## config.mk

```make
export PLATFORM = sky130hd
export DESIGN_NAME = return_link_stack
export DESIGN_NICKNAME = d
export VERILOG_FILES = /design/src/rtl/return_link_stack.sv
export SDC_FILE = /design/constraint.sdc
export NUM_CORES = 1
export LEC_CHECK = 0
export CORE_MARGIN = 2
export CORE_UTILIZATION = 55
export DETAILED_ROUTE_END_ITERATION = 8
export PLACE_DENSITY_LB_ADDON = 0.12
export SETUP_SLACK_MARGIN = 0.5
export SLEW_MARGIN = 15
export SYNTH_ARGS = -nofsm -noshare
export SYNTH_HDL_FRONTEND = slang
export SYNTH_SLANG_ARGS = --single-unit
export TNS_END_PERCENT = 10
```

## constraint.sdc

```tcl
create_clock -name clk -period 5.9 [get_ports clk]
set_input_delay 0.885 -clock clk [delete_from_list [all_inputs] [get_ports clk]]
set_output_delay 0.885 -clock clk [all_outputs]
set_load 0.005 [all_outputs]
```

## src/rtl/return_link_stack.sv

```systemverilog
// Bounded return-address stack for the fetch path: pushes npc on a call,
// presents the saved address on rl for a return, and reports overflow/underflow.
module return_link_stack #(
  parameter int unsigned DEPTH = 8,
  parameter int unsigned AW    = 10
) (
  input  logic                   clk,
  input  logic                   start_n,
  input  logic                   jump2sub,
  input  logic                   retFsub,
  input  logic [AW-1:0]          npc,
  input  logic                   clr_flags,
  output logic [AW-1:0]          rl,
  output logic [$clog2(DEPTH):0] count,
  output logic                   empty,
  output logic                   full,
  output logic                   overflow,
  output logic                   underflow
);

  localparam int unsigned IW = $clog2(DEPTH);
  localparam int unsigned CW = IW + 1;

  logic [AW-1:0] mem [DEPTH];
  logic          push_ok;
  logic          pop_ok;
  logic          ovf_ev;
  logic          unf_ev;
  logic [IW-1:0] wr_idx;
  logic [IW-1:0] top_idx;

  // Decode status from registered state; a call always takes priority over a return.
  always_comb begin
    empty   = (count == CW'(0));
    full    = (count == CW'(DEPTH));
    push_ok = jump2sub && !full;
    ovf_ev  = jump2sub && full;
    pop_ok  = retFsub && !jump2sub && !empty;
    unf_ev  = retFsub && !jump2sub && empty;
    wr_idx  = count[IW-1:0];
    top_idx = IW'(count - CW'(1));
    rl      = '0;
    if (!empty) begin
      rl = mem[top_idx];
    end
  end

  // Entries carry no reset; an empty stack masks them on rl.
  always_ff @(posedge clk) begin
    if (push_ok) begin
      mem[wr_idx] <= npc;
    end
  end

  always_ff @(posedge clk or negedge start_n) begin
    if (!start_n) begin
      count     <= '0;
      overflow  <= 1'b0;
      underflow <= 1'b0;
    end else begin
      if (push_ok) begin
        count <= count + CW'(1);
      end else if (pop_ok) begin
        count <= count - CW'(1);
      end
      // A new event in the same cycle as a clear keeps the flag set.
      overflow  <= ovf_ev || (overflow && !clr_flags);
      underflow <= unf_ev || (underflow && !clr_flags);
    end
  end

endmodule
```

* Word-level counts from Yosys, hierarchy flattened
Memories as Yosys holds them, arrays and structs flattened.
Index checks and enable logic that the tools add are counted.
** Word-level totals
- Bits in writable memories :: 80
- Logic and storage cells :: 27
- Output and inout port bits :: 18
- Register bits after elaboration :: 6
- Memories kept :: 1
** Memories
- mem :: depth 8, width 10, read ports 1, clocked after Yosys merged registers in 0, write ports 1, line 24 : logic [AW-1:0] mem [DEPTH];
** Operators by class
- Reduce and logical (&&, ||, !) cells :: 15
- Mux-type cells :: 5
- Add/subtract/negate cells :: 2
- Eq/ne operators :: 1
** Operators with widths (number)
- two-way mux 10 bit :: 1
- two-way mux 4 bit :: 2
- logical AND 1 bit :: 7
- adder 4 x 1 -> 4 bit (second input constant) :: 1
- == test 4 bit (second input constant) :: 1
- logical NOT 1 bit :: 4
- logical NOT 4 bit :: 1
- subtractor 4 x 1 -> 4 bit (second input constant) :: 1
- logical OR 1 bit :: 2
- two-way mux 1 bit :: 2
- nonzero test 2 bit :: 1

* Logic depth before layout (Yosys ltp)
Gate-level depths: netlist of the first run.
- Word-level depth :: 5
- Gate-level depth with buffers :: 9
- Mapped depth without buffers :: 6

* Least setup slack after synthesis of the first run
Ideal clock, no wire load.
- Kind :: in2reg
- Start point :: input port jump2sub
- End point :: memory mem[0][0], enable pin
- Library setup time :: 0.390 ns
- Setup slack :: 3.328 ns
- Arrival time :: 2.182 ns
- Cell stages on the path :: 4
- Path buffers :: 2
- Cells stage by stage :: buf_2 clkbuf_1 nand2_1 nor3_1
** On the way
- Cells in the longest elaborated chain, start to end :: 3
** RTL lines
- start, declared :: line 9 : input logic jump2sub,
- logical AND 1 bit :: line 36 : push_ok = jump2sub && !full;
- two-way mux 1 bit :: line 50 : if (push_ok) begin
- two-way mux 1 bit (not written as such) :: line 51 : mem[wr_idx] <= npc;
- end, declared :: line 24
No other way between the ends.

* Worst setup path after layout of the first run
- Start point :: register count[0]
- End point :: output port rl[9]
** On the way
- Cells in the longest elaborated chain, start to end :: 3
- Elaborated cells between the ends (all ways) :: 4
** RTL lines
- start, declared :: line 14 : output logic [$clog2(DEPTH):0] count,
- start signal, assigned :: line 62 : count <= count + CW'(1);
- start signal, assigned :: line 64 : count <= count - CW'(1);
- subtractor 4 x 1 -> 4 bit
- memory read (8 x 10 bit)
- two-way mux 10 bit * :: line 43 : if (!empty) begin
- end, declared :: line 13 : output logic [AW-1:0] rl,
Every way passes the cells marked *; elsewhere a longest branch is shown, timed or not.

==> flow_summary.toml, run 1 <==
[outcome]
status = "completed"

[setup_path]
path_cells = "buf_4 > inv_2 > ha_1 > nand2b_1 > nor2_1 > o21ai_0 > nand2_1 > clkdlybuf4s50_1"
slowest_stage = "nor2_1"
setup.worst_path.class = "reg2out"
path_depth = 8
worstRegToRegCells = 7
startpoint = "count[0]"
endpoint = "rl[9]"
start_kind = "register"
path_max_fanout = 26
max_stage_delay_ns = 0.80
cp.arrival_ns = 3.19
crit_family = "simple AND/OR/NAND/NOR gates"
required_ns = 5.02
cp-end-kind = "output pin"
reg2reg_setup_slack_ns = 3.13
worst_r2r_endpoint = "mem[3][9]"
r2r-start = "count[0]"
crit_buf_inv = 3

[final_layout]
fin_util_pct = 65.6
diodes = 0
fill_cells = 432
finalNonFillerCells = 319
drive_above_1_share_pct = 16.5
fin_area_um2 = 4160
layout.nets = 255
area_growth_pct = 15.9

[clocking]
clk_path_buf_depth = 2
post_cts.repair.setup_buffers = 0
cts_buffers = 9
cts.sinks = 86
insertion_delay_ns = 0.35
cts_htree_levels = 3
cts_hold_buf = 0
clkTransAtPathRegs_ns = 0.09
cts_root_buf = "clkbuf_8"
cts-resized-gates = 0
tritoncts = "yes"

[placed_design]
dpl.cell_count = 304
io_buffers = 32
globalplace.congestion = 0.737
dp_hpwl_um = 4000
placed_area_um2 = 3930

[logic_synthesis]
ys_top_cells_by_count = "80 x edfxtp_1, 20 x o21ai_1, 17 x mux4_2"
syn_nets = 222
avgSynthCellArea_um2 = 17.5
netlist_instances = 205
synth_top_area_share_pct = 66.9
synth_warnings = 0
syn_area_um2 = 3590
ys_seq_area_share_pct = 71.0
synth_area_leaders = "edfxtp_1 67%, mux4_2 11%, dfrtp_1 4.2%"
synth_top_cell_by_area = "edfxtp_1"
yosysUniqueCellTypes = 35
synth_top_flop_cell = "edfxtp_1"
ys_ff_latch = 86
yosysMostFrequentCell = "edfxtp_1"
synth-edff-count = 80
synthArstFlopShare_pct = 6.98

[floorplan]
coreArea_um2 = 6350
fp.dieW_um = 84.8
rows = 29
initial_core_util_pct = 56.6
dieArea_um2 = 7200
io_pins = 33
die_y_um = 84.8

[global_routing]
grt_pass1_vias = 1995
grt_start_max_net_pins = 27
grt_first_pass_wirelength_um = 10600
overflow = 0
antenna_found_initial = 0
grt_usage_pct = 20.2

[flow_run]
cap_violations = 0

[power]
powerDensity_nw_per_um2 = 520
ir_drop_v = 0.000273
p_leak_nw = 1.39
power_mw = 2.17

[sta]
fin_crit_sh_pct = 69.1
hold_violations = 0
tightestPinTransition_ns = 1.15
drv_slew = 0
setup-tns-final_ns = 0
rsz0062_at_grt = "no"
period_minus_slack_ns = 4.08
fin_worst_skew_ns = 0.0101
maxSlewHeadroom_pct = 22.7
finalSetupViolCount = 0
max_freq_mhz = 245

[routing]
wl_um = 6830
drc = 0
via_count = 1951
drtIter0Drc = 190
antenna_left = 0
firstDrtPassIters = 4
wire_per_inst_um = 21.4
vias_per_cell = 6.12

[min_path]
hp-class = "reg2reg"
-- power breakdown --
part	internal [mW]	switching (mW)
clock network	0.279	0.203
registers	0.765	0.0457
logic	0.456	0.418
-- through the flow --
stage / hold slack [ns] / setup WS (ns)
after floorplan: 0.498 / 3.33
after global placement: 0.493 / 2.19
after detailed placement: 0.503 / 2.18
after CTS: 0.522 / 1.82
after global routing: 0.538 / 1.56
final: 0.518 / 1.82
-- metal layers --
layer  vias up  GRT usage (%)  share of wire, %
met2        75           32.6                49
met3         8           4.67               5.9
met4         0           6.49               1.0
met1       994           27.9                44
met5         -              0                 0
li1        874              -                 -
-- cells in the final DEF, fill, tap and decap left out, types with 2 or more instances in the layout --
master	Yosys	final
nor2b_1	2	2
a22o_1	2	2
o21ai_0	6	6
nor3_1	2	2
clkbuf_8	0	9
inv_1	3	3
inv_2	2	2
bufinv_16	0	3
nand2b_1	3	3
buf_4	1	3
a21oi_1	2	2
dfrtp_1	6	6
clkdlybuf4s50_1	0	32
o211ai_1	3	3
nand2_1	16	16
ha_1	2	2
mux2_2	2	2
mux4_1	3	3
o21ai_1	20	20
edfxtp_1	80	80
nor2_1	9	8
mux4_2	17	17
-- worst min-delay path by stage --
stage | startpoint | cells after the start | end | slack (ns)
2_1_floorplan | overflow | 1 | overflow | 0.50
3_3_place_gp | overflow | 1 | overflow | 0.49
3_5_place_dp | underflow | 1 | underflow | 0.50
4_1_cts | underflow | 1 | underflow | 0.52
5_1_grt | overflow | 1 | overflow | 0.54
6_report | underflow | 1 | underflow | 0.52
-- cell type report --
type,instances,area [um2],share of cell area (%)
flip-flops and latches,86,2550,61.3
multi-input cells,101,920,22.1
repair buffers,35,343,8.23
clock buffers,9,124,2.97
clock inverters,6,110,2.64
well taps,77,96.3,2.31
inverters,5,18.8,0.451
-- kinds of logic (layout without fill, tap and decap cells) --
logic type               after synthesis  after routing  synth area share [%]
XOR/XNOR                               2              2                 0.488
flip-flops                            86             86                  71.0
AO/OA/AOI/OAI                         39             39                  6.37
multiplexers                          22             22                  13.5
AND/OR/NAND/NOR                       36             36                  4.49
adder cells (fa/ha/maj)                2              2                 0.696
buffers and inverters                 18             55                  3.45
-- registers in the layout, summed over array words and instances, names as in the netlist --
signal / count
mem: 80
count: 4
overflow: 1
underflow: 1
No activity file was read; power rests on OpenSTA's default activity.
==> inputs of run 2 (changes only) <==
- clock period: 5.9 -> 4.1 ns (I/O delays scaled with it)
==> flow_summary.toml, run 2 (synthesis results as in run 1) <==
[outcome]
status = "completed"

[final_layout]
mostFrequentLayoutCell = "edfxtp_1"
fill_cells = 418
largest_reg_flops = 80
final_cell_mix = "80 x edfxtp_1, 32 x clkdlybuf4s50_1, 20 x o21ai_1"
diodes = 0
largest_register = "mem"
layout.nets = 262
top_regs = "mem: 80 flops, count: 4 flops"
drive_above_1_share_pct = 19.6
multi_input_area_um2 = 922
area_growth_pct = 15.7
seqCellArea_um2 = 2550
fin_area_um2 = 4160

[placed_design]
dp_hpwl_um = 4100
placed_area_um2 = 3980
io_buffers = 32
globalplace.congestion = 0.969

[global_routing]
grt_use_met3_pct = 4.09
grt_pass1_vias = 1977
met2_usage_pct = 30.4
grt_first_pass_wirelength_um = 10500
grt_start_max_net_pins = 26
overflow = 0
grt_usage_pct = 19.8
grtUsageMet1_pct = 28.1
top_usage_layer = "met2"
antenna_found_initial = 0

[sta]
setup-tns-final_ns = 0
fin_worst_skew_ns = 0.00549
period_minus_slack_ns = 3.35
drv_slew = 0
max_freq_mhz = 299
maxSlewHeadroom_pct = 37.6
fin_crit_sh_pct = 81.7
hold_violations = 0
rsz0062_at_grt = "no"
finalSetupViolCount = 0
hold_ws_ns = 0.518
tightestPinTransition_ns = 0.932

[clocking]
clk_path_buf_depth = 2
cts_buffers = 9
cts_root_buf = "clkbuf_8"
clkTransAtPathRegs_ns = 0.08
post_cts.repair.setup_buffers = 0
insertion_delay_ns = 0.33
cts.sinks = 86
tritoncts = "yes"
cts_htree_levels = 3

[routing]
via_count = 1966
firstDrtPassIters = 4
wl_um = 6630
drtIter0Drc = 148
antenna_left = 0
vias_per_cell = 6.01
drc = 0
wire_per_inst_um = 20.3

[setup_path]
start_kind = "register"
path_max_fanout = 15
cp-end-kind = "output pin"
setup.worst_path.class = "reg2out"
cp.arrival_ns = 2.73
required_ns = 3.48

[floorplan]
fp.dieW_um = 84.8
io_pins = 33
rows = 29
initial_core_util_pct = 56.6
coreArea_um2 = 6350
dieArea_um2 = 7200
die_y_um = 84.8

[flow_run]
cap_violations = 0

[power]
p_clk_share_pct = 17.1
powerDensity_nw_per_um2 = 713
ir_drop_v = 0.000617
internal_power_mw = 2.00
power.share.sequential_pct = 39.3
switching_share_pct = 32.7
p_switching_mw = 0.969
comb_power_share_pct = 43.6
p_leak_nw = 1.39

[min_path]
hp-class = "in2async"
run 2: layer usage:
layer | up-vias | wire, um | part of all wire (%)
met5 | - | 0 | 0
met4 | 0 | 106 | 1.6
met3 | 14 | 400 | 6.0
met2 | 84 | 3160 | 48
met1 | 978 | 2970 | 45
li1 | 890 | - | -
run 2: area by class of cell:
class | instances | share of cell area, %
sequential | 86 | 61.4
multi-input combinational | 101 | 22.2
timing repair buffer | 42 | 9.51
clock buffer | 9 | 2.98
tap | 77 | 2.32
clock inverter | 7 | 1.17
inverter | 5 | 0.451
run 2: worst max-delay path, cell delays in order (launching register included):
cell,delay [ns]
dfrtp_1,0.52
inv_2,0.11
ha_2,0.59
buf_4,0.26
mux4_2,0.30
o21ai_1,0.10
nand2_1,0.07
clkdlybuf4s50_1,0.45
run 2: power groups by stage:
stage	Clock, mW	Sequential (mW)	Combinational, mW
floorplan	0	1.15	0.843
global placement	0	1.17	1.28
detailed placement	0	1.18	1.29
CTS	0.523	1.16	1.30
global route	0.565	1.18	1.41
finish	0.508	1.16	1.29
run 2: repair_timing:
action                     CTS  global route
gates resized for setup      1             1
hold endpoints to repair     0             0
hold buffers                 0             0
setup endpoints to repair    3             5
gates cloned                 0             0
run 2: worst paths after layout:
check | startpoint | endpoint | slack [ns] | cells after the start
max | count[1] | rl[7] | 0.75 | 7
min | start_n | count[3] | 0.52 | 1
max reg2reg | count[1] | mem[2][3] | 2.16 | 7
min reg2reg | underflow | underflow | 0.52 | 1
max in group asynchronous | start_n | underflow | 3.35 | 1
min in group clk | underflow | underflow | 0.52 | 1
run 2: per-stage QoR:
| stage | std cells | util, % | setup slack [ns] | power (mW) |
|---|---|---|---|---|
| finish | 327 | 65.5 | 0.752 | 2.97 |
| floorplan | 205 | - | 1.80 | 2.00 |
| global placement | 311 | 62.7 | 0.969 | 2.45 |
| detailed placement | 311 | 62.7 | 0.851 | 2.48 |
| global route | 327 | 65.5 | 0.563 | 3.16 |
| CTS | 327 | 65.4 | 0.565 | 2.99 |
